==> src/rtl/pc_fetch.sv <==
// Instruction fetch unit: holds the PC, issues one imem read per instruction,
// registers the returned word for the core and traps on fetch timeout or misaligned next PC.
module pc_fetch #(
  parameter logic [31:0] RESET_PC = 32'h0000_0000,
  parameter int unsigned TIMEOUT  = 16
) (
  input  logic        clk,
  input  logic        rst,
  input  logic [31:0] npc_i,
  output logic [31:0] pc_o,
  output logic        imem_req,
  output logic [31:0] imem_addr,
  input  logic        imem_ack,
  input  logic [31:0] imem_rdata,
  output logic [31:0] inst_o,
  output logic        inst_valid,
  input  logic        inst_ready,
  output logic        fault_o,
  output logic [1:0]  fault_code,
  output logic [31:0] fetch_cnt
);

  localparam int unsigned   CW   = $clog2(TIMEOUT + 1);
  localparam logic [CW-1:0] LAST = CW'(TIMEOUT - 1);

  localparam logic [1:0] CODE_NONE     = 2'b00;
  localparam logic [1:0] CODE_TIMEOUT  = 2'b01;
  localparam logic [1:0] CODE_MISALIGN = 2'b10;

  typedef enum logic [1:0] {
    S_IDLE,
    S_REQ,
    S_VALID,
    S_FAULT
  } state_e;

  state_e        state_q, state_d;
  logic [31:0]   pc_q, pc_d;
  logic [31:0]   inst_q, inst_d;
  logic [31:0]   cnt_q, cnt_d;
  logic [CW-1:0] wait_q, wait_d;
  logic [1:0]    code_q, code_d;

  always_ff @(posedge clk) begin
    if (rst) begin
      state_q <= S_IDLE;
      pc_q    <= RESET_PC;
      inst_q  <= '0;
      cnt_q   <= '0;
      wait_q  <= '0;
      code_q  <= CODE_NONE;
    end else begin
      state_q <= state_d;
      pc_q    <= pc_d;
      inst_q  <= inst_d;
      cnt_q   <= cnt_d;
      wait_q  <= wait_d;
      code_q  <= code_d;
    end
  end

  always_comb begin
    state_d = state_q;
    pc_d    = pc_q;
    inst_d  = inst_q;
    cnt_d   = cnt_q;
    wait_d  = wait_q;
    code_d  = code_q;
    unique case (state_q)
      S_IDLE: begin
        wait_d  = '0;
        state_d = S_REQ;
      end
      S_REQ: begin
        // An ack on the last allowed cycle still wins over the timeout.
        if (imem_ack) begin
          inst_d  = imem_rdata;
          wait_d  = '0;
          state_d = S_VALID;
        end else if (wait_q == LAST) begin
          code_d  = CODE_TIMEOUT;
          state_d = S_FAULT;
        end else begin
          wait_d = wait_q + 1'b1;
        end
      end
      S_VALID: begin
        if (inst_ready) begin
          if (npc_i[1:0] == 2'b00) begin
            pc_d    = npc_i;
            cnt_d   = cnt_q + 32'd1;
            wait_d  = '0;
            state_d = S_REQ;
          end else begin
            code_d  = CODE_MISALIGN;
            state_d = S_FAULT;
          end
        end
      end
      S_FAULT: begin
        state_d = S_FAULT;
      end
      default: begin
        state_d = S_IDLE;
      end
    endcase
  end

  assign pc_o       = pc_q;
  assign imem_addr  = pc_q;
  assign imem_req   = (state_q == S_REQ);
  assign inst_o     = inst_q;
  assign inst_valid = (state_q == S_VALID);
  assign fault_o    = (state_q == S_FAULT);
  assign fault_code = code_q;
  assign fetch_cnt  = cnt_q;

endmodule
==> config.mk <==
export PLATFORM = sky130hd
export DESIGN_NAME = pc_fetch
export DESIGN_NICKNAME = d
export VERILOG_FILES = /design/src/rtl/pc_fetch.sv
export SDC_FILE = /design/constraint.sdc
export NUM_CORES = 1
export LEC_CHECK = 0
export CAP_MARGIN = 25
export CORE_MARGIN = 4
export CORE_UTILIZATION = 42
export CTS_CLUSTER_DIAMETER = 150
export CTS_CLUSTER_SIZE = 10
export DETAILED_ROUTE_END_ITERATION = 7
export PLACE_DENSITY = 0.81
export SLEW_MARGIN = 5
export SYNTH_ARGS = -nofsm -noshare
export SYNTH_HDL_FRONTEND = slang
export SYNTH_SLANG_ARGS = --single-unit
==> constraint.sdc <==
create_clock -name clk -period 3.15 [get_ports clk]
set_input_delay 0.63 -clock clk [delete_from_list [all_inputs] [get_ports clk]]
set_output_delay 0.63 -clock clk [all_outputs]
set_load 0.01 [all_outputs]
* After elaboration in Yosys (flattened, before gate mapping) *
Cells that the tools add are included.

storage, ports and cells
  bits of input ports = 68
  register bits = 105
  output and inout bits = 133
  word-level logic and storage cells = 43

cells by class
  mux-type cells = 15
  $add $sub $neg = 2
  eq/ne operators = 11
  reduce and logical (&&, ||, !) cells = 9

operators by type and width
  operator               number
  $add 32x1->32 const B  1
  $mux 5                 4
  $mux 2                 8
  $pmux 5 s3             1
  $pmux 2 s4             1
  $ne 2x1->1 const B     3
  $add 5x1->5 const B    1
  $eq 5x4->1 const B     1
  $reduce_and 5->1       1
  $eq 2x2->1 const B     2
  $logic_not 2->1        2
  $ne 2x2->1 const B     2
  $pmux 2 s2             1
  $reduce_and 2->1       2
  $reduce_and 4->1       1
  $ne 3x1->1 const B     1
  $ne 3x3->1 const B     1
  $reduce_and 3->1       1
  $reduce_bool 3->1      1
  $eq 2x1->1 const B     1
  $reduce_bool 2->1      1

* Longest topological paths before layout *
  depth after elaboration = 4
  mapped depth = 7
  gate-level depth less buffers = 7

* Worst setup path after synthesis *
OpenSTA, ideal clock, no wires.

  path kind = input port to flip-flop
  start point = in npc_i[0]
  end point = reg cnt_q[30] (netlist: fetch_cnt[30])
  stages = 5
  slack = 614 ps
  setup time = 121 ps
  arrival = 2415 ps
  buffers on the path = 1
  data required time = 3029 ps
  cell sequence = or3b_1 > or4_1 > clkbuf_1 > nor4_1 > mux2_2

between the ends
  word-level cells in the longest chain between the ends = 2

ends and longest elaborated chain
  item                        line  RTL
  from (decl)                 9     input logic [31:0] npc_i,
  $logic_not 2->1             89    if (npc_i[1:0] == 2'b00) begin
  $reduce_and 3->1 (no line)  -
  to (signal assigned)        56    cnt_q <= cnt_d;
  to (decl)                   40    logic [31:0] cnt_q, cnt_d;

Every way passes these cells.
A chain may end at the register's enable or synchronous reset.

* Worst setup path in the final report *
  start point = in npc_i[0]
  end point = reg cnt_q[24] (netlist: fetch_cnt[24])

The elaborated chain is that of the path after synthesis.

==> impl_metrics.ini <==
[worst_setup_path]
cp_cell_sequence = clkdlybuf4s50_1, or3b_1, or4_1, buf_4, or4_1, a21oi_1
arrival_ns = 3.01
crit_path_frequent_cell = or4_1
crit_slowest_cell = or4_1
end_kind = flip-flop
max_stage_delay_ns = 0.69
reg2reg_from = fetch_cnt[0]
startpoint = npc_i[0]
path_max_fanout = 7
required_ns = 3.42
path_class = in -> reg
worstSetupStartpointType = input pin

[floorplan]
core_um2 = 10300
num_rows = 37
die_h_um = 111
die_x_um = 111
io-pin-count = 201
die_area_um2 = 12200
start_util_pct = 43.1

[power_and_ir_drop]
power.density_nw_per_um2 = 388
p_leak_nw = 2.17
worst_ir_drop_vdd_uv = 264

[global_routing]
grt_pass1_vias = 4100
grt.overflow.total = 0
grt_first_pass_wirelength_mm = 20.3
grt_max_degree = 90
antenna_found_initial = 0
track_usage_pct = 19.7

[place]
portBuffers = 200
gp_congestion = 0.798
dpl.hpwl_mm = 9.25

[cells_and_area]
drive_gt1_share_pct = 5.20
finish.utilization_pct = 63.7
antenna-diode-count = 0
area.growth.synth_to_final_pct = 48.0
nets = 777
fillers = 901
ff_latch_area_um2 = 2100
multiInputGateArea_um2 = 1930

[detailed_routing]
wl_per_cell_um = 14.8
via_per_inst = 5.16
wl_met3_um = 842
met2WireLength_mm = 6.28
first_pass_iters = 4
top_layer = met4
routed_wl_mm = 12.5
m1WireLength_mm = 5.12
drc = 0
ant_nets = 0
dr.first_iter.drc_count = 288
num_vias = 4374

[clock_tree]
cts_sinks = 105
cts_buffer_depth = 2
clkLatencyLatePin_ns = 0.35
cts_setup_buffers = 0
cts_resized = 0
ctsRootBufferMaster = clkbuf_8
tritoncts = done
numCtsBuffers = 9
path_clk_slew_ns = 0.09
hold_buffers = 0
cts_htree_levels = 3

[synth]
synth_cells = 545
synthArstFlopShare_pct = 0
yosysMostFrequentCell = nand2_1
synthTopCellsByCount = 140 x nand2_1, 105 x dfxtp_1, 83 x a21oi_1, 32 x buf_4, 25 x clkbuf_1
netlist_area_um2 = 4430
syn_nets = 616
synth_top_area_share_pct = 47.5
syn_avg_cell_area_um2 = 8.12
yosys_most_used_dff = dfxtp_1
yosys_warnings = 0
synth_top_area_cell = dfxtp_1
ys_types = 42
synth.area.top_cells = dfxtp_1 47%, nand2_1 12%, a21oi_1 9.4%
yosysSeqAreaShare_pct = 47.5
synth_edf_count = 0
ys_seq_elements = 105

[timing]
finalMaxSlewViolations = 0
setup_violations = 0
slew-limit-headroom_pct = 39.5
worstMarginPinSlew_ns = 0.908
rsz0062_at_grt = no
hold_viol = 0
finalCriticalPeriod_ns = 2.73
finalSetupTns_ns = 0
skew_ns = 0.0108
fmax_mhz = 366
min_period_over_period_pct = 86.7

[hold_path]
hold_class = reg -> reg
hp-start = fault_code[0]

[run_status]
outcome = complete, no violations

[job]
max_cap_viol_count = 0
[layout make-up]
class / instances / area share, %
Tap cell: 136 / 2.60
Inverter: 8 / 0.459
Timing Repair Buffer: 212 / 31.9
Sequential cell: 105 / 32.1
Multi-Input combinational cell: 370 / 29.5
Clock buffer: 12 / 2.22
Clock inverter: 4 / 1.17
[path summary, 6_finish.rpt]
kind	end	slack, ns	cells after the start
setup reg to reg	fetch_cnt[24]	0.77	6
hold / removal	fault_code[0]	0.46	2
setup / recovery	fetch_cnt[24]	0.42	6
hold reg to reg	fault_code[0]	0.46	2
[registers in the layout, indices dropped and copies added (netlist names)]
name	flops
state_q	2
imem_addr	32
fetch_cnt	32
inst_o	32
fault_code	2
wait_q	5
[where the power goes]
| part | leakage [nW] | switching (mW) | internal (mW) |
|---|---|---|---|
| logic | 1.21 | 0.111 | 0.149 |
| registers | 0.849 | 0.0177 | 1.35 |
| clock network | 0.107 | 0.435 | 0.472 |
[kinds of logic after synthesis]
kind of cell    synth area share [%]
xor+xnor                        1.98
compound gates                  13.4
buf+inv                         8.85
flops                           47.5
fa+ha+maj                      0.848
mux                             1.27
simple gates                    26.2
[layout by cell type (no fill, tap or decap), types with 3 or more instances in the layout]
cell type and count:
clkdlybuf4s50_1 199, nand2_1 140, dfxtp_1 105, a21oi_1 83, nor2_1 22, nand3_1 13
or4_1 13, buf_4 13, o31ai_1 11, clkbuf_8 10, o21ai_0 9, inv_1 8
nor4_1 8, nand4_1 7, xnor2_1 7, nor2b_1 6, mux2_2 5, or3_1 5
and3_1 4, nor3_1 4, and4_1 3, nor3b_1 3, xor2_1 3, a311oi_1 3
ha_1 3
[critical path, delay by kind of cell]
kind	cells	cell delay, ns
and+or+nand+nor	3	1.53
buffers and inverters	2	0.68
AOI/OAI and AO/OA	1	0.15
[routing by layer]
metal  up-vias  track usage, %
met5         -               0
met4         0            7.64
met3        21            4.91
met2       171            34.6
met1      2030            22.9
li1       2152               -
[metrics by stage]
step | setup slack, ns | area, um^2 | std cells | hold WS (ns) | total power [mW]
final | 0.418 | 6550 | 847 | 0.458 | 2.54
after global routing | 0.364 | 6550 | 847 | 0.475 | 2.64
after CTS | 0.439 | 6550 | 847 | 0.461 | 2.57
after detailed placement | 0.0750 | 6330 | 831 | 0.446 | 1.66
after global placement | 0.141 | 6330 | 831 | 0.441 | 1.66
after floorplan | 0.614 | 4430 | 545 | 0.439 | 1.50
No activity file was read; power rests on OpenSTA's default activity.
==> variant 1: new RTL, same settings <==
Set the parameter `TIMEOUT` to 8 (it was 16).
--- a/src/rtl/pc_fetch.sv
+++ b/src/rtl/pc_fetch.sv
@@ -2,7 +2,7 @@
 // registers the returned word for the core and traps on fetch timeout or misaligned next PC.
 module pc_fetch #(
   parameter logic [31:0] RESET_PC = 32'h0000_0000,
-  parameter int unsigned TIMEOUT  = 16
+  parameter int unsigned TIMEOUT  = 8
 ) (
   input  logic        clk,
   input  logic        rst,
Behaviour: same outputs for any inputs over 4 cycles, from zero or initial values and one cycle with rst high; that may be too few to reach the edited logic, so the function may still have changed.
==> variant 1 against the unedited design <==
Worst setup slack improved by 83 ps. Core utilization rose by 0.82 points. Total power fell by 3.3%. Sequential cell count fell by 1. Synthesized area fell by 1.9%. Global-route usage rose by 0.75 points. First-iteration DRC count fell by 37%. Wire length rose by 0.30%. Non-clock buffer count fell by 3. Sequential share of layout area rose by 0.45 points. Design area fell by 2.3%. Critical path type unchanged. Critical endpoint is now fetch_cnt[13]. Highest routed layer unchanged.
==> variant 1: results (changes against the unedited design) <==
\begin{tabular}{lr}
\hline
Metric & Value \\
\hline
\multicolumn{2}{l}{\textbf{Synthesis}} \\
\quad Synth cell count leaders & sky130\_fd\_sc\_hd\_\_nand2\_1 (140), sky130\_fd\_sc\_hd\_\_dfxtp\_1 (104), sky130\_fd\_sc\_hd\_\_a21oi\_1 (90) \\
\quad Share of synthesized area spent on multiplexers & 1.037\% (-0.23 points) \\
\quad Share of synthesized cell area in full adder, half adder and majority cells & 0.5764\% (-0.27 points) \\
\quad Mapped Nets & 609 (-1.1\%) \\
\quad Top-area cell type share of the netlist area & 47.95\% (+0.46 points) \\
\quad Post-synthesis sequential area ratio & 47.95\% (+0.46 points) \\
\quad Synthesized-area fraction occupied by xor and xnor cells & 1.412\% (-0.57 points) \\
\quad Number of distinct standard cells referenced by the synthesized netlist & 35 (-17\%) \\
\quad Synth Area in Compound Gates & 14.50\% (+1.1 points) \\
\multicolumn{2}{l}{\textbf{Global routing}} \\
\quad Pin count of the biggest net entering global routing & 63 (-30\%) \\
\quad Wire length of the first global-routing pass & 19760 µm (-2.5\%) \\
\quad Via count of the first global-routing pass & 4187 (+2.1\%) \\
\quad Tot GR Track Use & 20.43\% (+0.75 points) \\
\multicolumn{2}{l}{\textbf{Routing}} \\
\quad Via density & 5.113 (-0.99\%) \\
\quad Routed wl met3 & 1160 µm (+38\%) \\
\quad Sum of met2 wire segment lengths after detailed routing & 6551 µm (+4.3\%) \\
\quad Final routed wirelength across all metal layers & 12570 µm (+0.30\%) \\
\quad Count of routing violations after the opening detailed-route iteration & 181 (-37\%) \\
\multicolumn{2}{l}{\textbf{Run status}} \\
\quad Status & complete, no violations \\
\multicolumn{2}{l}{\textbf{Cells and area}} \\
\quad Fill count & 829 (-8.0\%) \\
\quad Share of layout cells above drive strength 1 & 4.441\% (-0.76 points) \\
\quad Count of nets after finishing & 765 (-1.5\%) \\
\multicolumn{2}{l}{\textbf{Placed design}} \\
\quad GPL Wtd Cong & 0.8312 (+4.2\%) \\
\quad Post-placement worst setup slack & 137.4 ps (+62.43 ps) \\
\quad Post-DP HPWL & 9461 µm (+2.3\%) \\
\multicolumn{2}{l}{\textbf{Critical path}} \\
\quad Worst r2r path cells & 5 (-1) \\
\quad Reg2Reg Capture Point & fetch\_cnt[22] \\
\quad FF-to-FF Start & fetch\_cnt[1] \\
\quad CP Data Arrival Time & 2930 ps (-80 ps) \\
\quad Biggest fanout along the worst timing path & 11 (+4) \\
\multicolumn{2}{l}{\textbf{Pwr}} \\
\quad Worst IR Drop VDD & 0.0002289 V (-13\%) \\
\quad Leakage power figure & 2.093 nW (-3.5\%) \\
\multicolumn{2}{l}{\textbf{Timing}} \\
\quad Clk\_skew & 12.31 ps (+1.510 ps) \\
\quad Worst-case headroom to the max-slew limit & 56.01\% (+17 points) \\
\quad Hold slack final & 456.7 ps (-1.539 ps) \\
\multicolumn{2}{l}{\textbf{Hold path}} \\
\quad Worst hold endpoint & inst\_o[23] \\
\hline
\end{tabular}
-- variant 1: metal layers --
layer	vias to the layer above	track usage, %
li1	2109	-
met1	1981	22.02
met2	150	37.97
met3	9	7.575
met4	0	4.274
met5	-	0
-- variant 1: worst max-delay path by stage --
stage / startpoint / end / slack, ps / cells after the start
3_5_place_dp: inst_ready / fetch_cnt[31] / 140 / 5
3_3_place_gp: inst_ready / fetch_cnt[31] / 240 / 5
4_1_cts: inst_ready / fetch_cnt[31] / 530 / 5
5_1_grt: inst_ready / fetch_cnt[15] / 420 / 6
2_1_floorplan: npc_i[0] / fetch_cnt[31] / 710 / 6
6_report: inst_ready / fetch_cnt[13] / 500 / 6
-- variant 1: layout make-up --
class	count	area, µm²	area share (%)
flip-flops and latches	104	2082	32.56
clock buffers	10	137.6	2.152
well taps	133	166.4	2.602
clock inverters	4	55.05	0.8609
inverters	6	22.52	0.3522
multi-input cells	365	1864	29.15
repair buffers	209	2067	32.32
-- variant 1: worst max-delay path, stage by stage --
cell and delay (ps):
sky130_fd_sc_hd__clkdlybuf4s50_1 520, sky130_fd_sc_hd__or3b_1 430, sky130_fd_sc_hd__or4_1 600, sky130_fd_sc_hd__buf_4 240, sky130_fd_sc_hd__or3_1 350, sky130_fd_sc_hd__a21oi_1 160
-- variant 1: metrics by stage --
step	util (%)	instances	instance area, µm²	power, mW
finish	64.53	831	6395	2.454
global route	64.53	831	6395	2.557
CTS	64.53	831	6395	2.483
detailed placement	62.59	817	6202	1.666
global placement	62.59	817	6202	1.658
floorplan	-	539	4342	1.494
-- variant 1: where the power goes --
part	internal, mW	switching [mW]	total (mW)
clock network	0.385	0.436	0.821
registers	1.34	0.0194	1.36
logic	0.155	0.117	0.272
==> variant 2: new RTL, config.mk and constraints unchanged <==
Without the edit above. Encoding of `state_e`: now one-hot (4 bits for 4 states).
--- a/src/rtl/pc_fetch.sv
+++ b/src/rtl/pc_fetch.sv
@@ -27,11 +27,11 @@
   localparam logic [1:0] CODE_TIMEOUT  = 2'b01;
   localparam logic [1:0] CODE_MISALIGN = 2'b10;
 
-  typedef enum logic [1:0] {
-    S_IDLE,
-    S_REQ,
-    S_VALID,
-    S_FAULT
+  typedef enum logic [3:0] {
+    S_IDLE  = 4'b0001,
+    S_REQ   = 4'b0010,
+    S_VALID = 4'b0100,
+    S_FAULT = 4'b1000
   } state_e;
 
   state_e        state_q, state_d;
Function: no difference found for any inputs over 4 cycles, from zero or initial values and one cycle with rst high; so few cycles prove little.
==> variant 2 against the unedited design <==
Worst setup slack gained 48 ps. Sequential power grew 4%. Worst hold slack is essentially flat. Synthesized area grew 4.9%. Clock skew grew 0.65 ps. Wire length grew 4.5%. Count of clock-buffer cells in the layout is the same. Register-to-register slack gained 130 ps. Design area grew 1.9%. Total power grew 3.2%. Sequential cell count grew 2. Non-clock buffer count shrank 3. Critical path type is now flip-flop to output pin. Critical endpoint is now inst_valid.
==> variant 2: results (changes against the unedited design) <==
\begin{tabular}{lr}
\hline
Metric & Value \\
\hline
\multicolumn{2}{l}{\textbf{Timing}} \\
\quad Clk\_skew & 11.45 ps (+0.6520 ps) \\
\quad Transition time of the tightest slew-check pin & 622.1 ps (-285.5 ps) \\
\quad Hold slack final & 458.1 ps (-0.1450 ps) \\
\multicolumn{2}{l}{\textbf{Critical path}} \\
\quad Worst r2r path cells & 5 (-1) \\
\quad Standard cell with the maximum stage delay on the critical path & sky130\_fd\_sc\_hd\_\_clkdlybuf4s50\_1 \\
\quad Reg2Reg Capture Point & fetch\_cnt[6] \\
\quad CP Data Arrival Time & 2050 ps (-960 ps) \\
\quad FF-to-FF Start & state\_q[2] \\
\quad Register-to-register setup slack & 900 ps (+130 ps) \\
\multicolumn{2}{l}{\textbf{Placed design}} \\
\quad Post-DP HPWL & 9648 µm (+4.3\%) \\
\quad Cell area after placement & 6484 µm² (+2.5\%) \\
\quad GPL Wtd Cong & 0.8279 (+3.8\%) \\
\quad Post-placement worst setup slack & 539.4 ps (+464.5 ps) \\
\multicolumn{2}{l}{\textbf{Routing}} \\
\quad Count of routing violations after the opening detailed-route iteration & 342 (+19\%) \\
\quad Average routed wire per standard cell & 15.15 µm (+2.4\%) \\
\quad First-pass iteration count of the detailed router & 5 (+1) \\
\quad Via density & 5.220 (+1.1\%) \\
\multicolumn{2}{l}{\textbf{Cells and area}} \\
\quad Share of layout cells above drive strength 1 & 5.110\% (-0.093 points) \\
\quad Fill count & 943 (+4.7\%) \\
\quad Count of nets after finishing & 790 (+1.7\%) \\
\multicolumn{2}{l}{\textbf{Synthesis}} \\
\quad Synthesized-area fraction occupied by xor and xnor cells & 0.7549\% (-1.2 points) \\
\quad Share of synthesized cell area in full adder, half adder and majority cells & 0.8088\% (-0.039 points) \\
\quad Synth Area in Compound Gates & 15.04\% (+1.7 points) \\
\quad Number of distinct standard cells referenced by the synthesized netlist & 47 (+12\%) \\
\quad Largest cells by area after synthesis & sky130\_fd\_sc\_hd\_\_dfxtp\_1 (46\%), sky130\_fd\_sc\_hd\_\_nand2\_1 (11\%), sky130\_fd\_sc\_hd\_\_a21oi\_1 (9.7\%) \\
\quad Share of synthesized area spent on multiplexers & 0.9706\% (-0.30 points) \\
\quad Synth Area per Inst & 8.214 µm² (+1.2\%) \\
\multicolumn{2}{l}{\textbf{Global routing}} \\
\quad Via count of the first global-routing pass & 4243 (+3.5\%) \\
\quad Wire length of the first global-routing pass & 21180 µm (+4.5\%) \\
\quad Tot GR Track Use & 20.15\% (+0.48 points) \\
\multicolumn{2}{l}{\textbf{Pwr}} \\
\quad Leakage power figure & 2.164 nW (-0.24\%) \\
\quad Internal Pwr Total & 1.951 mW (-1.2\%) \\
\multicolumn{2}{l}{\textbf{CTS}} \\
\quad Worst-skew pair later-pin latency & 370 ps (+20 ps) \\
\multicolumn{2}{l}{\textbf{Hold path}} \\
\quad Worst hold endpoint & inst\_o[29] \\
\quad Worst Min Path Start & inst\_o[29] \\
\multicolumn{2}{l}{\textbf{Run status}} \\
\quad Status & complete, no violations \\
\hline
\end{tabular}
## variant 2: changes by cell type after synthesis, sizes merged, moves of 4 or more
cell   delta
nand3     -4
a21oi     +7
nor2      -7
xnor2     -5
or3       +8
buf       +5
and2      +4
and4      +4
nand4     +6
nor4      -4
## variant 2: metal layers
metal	vias to the layer above	track usage [%]	share of wire (%)
met2	172	33.81	50
li1	2231	-	-
met4	0	8.974	2.5
met5	-	0	0
met3	26	5.080	7.2
met1	2081	24.40	40
## variant 2: area by class of cell
type / instances / area (µm²) / area share (%)
Tap cell: 140 / 175.2 / 2.626
Sequential cell: 107 / 2142 / 32.11
Timing Repair Buffer: 209 / 2067 / 30.99
Multi-Input combinational cell: 383 / 2061 / 30.89
Clock buffer: 12 / 135.1 / 2.026
Clock inverter: 4 / 51.30 / 0.7691
Inverter: 9 / 38.79 / 0.5815
## variant 2: worst max path at each step
stage                          start       endpoint  slack, ps  depth (start not counted)
final                     state_q[2]     inst_valid        470                          3
after global placement    inst_ready  fetch_cnt[22]        640                          5
after floorplan             npc_i[1]  fetch_cnt[26]       1230                          4
after detailed placement  inst_ready  fetch_cnt[18]        540                          5
after CTS                 state_q[1]       imem_req        440                          3
after global routing      state_q[2]       imem_req        360                          3
## variant 2: worst register-to-register path, delay by kind of cell (launching register included)
kind	cells	cell delay (ps)
buffers and inverters	1	150
DFF	1	440
and+or+nand+nor	3	1420
AOI/OAI and AO/OA	1	160
## variant 2: power groups by stage
| stage | Sequential [mW] | Combinational (mW) | Clock, mW |
|---|---|---|---|
| final | 1.43 | 0.367 | 0.825 |
| after CTS | 1.43 | 0.368 | 0.852 |
| after detailed placement | 1.46 | 0.365 | 0 |
| after global routing | 1.43 | 0.403 | 0.905 |
| after global placement | 1.45 | 0.356 | 0 |
| after floorplan | 1.46 | 0.171 | 0 |
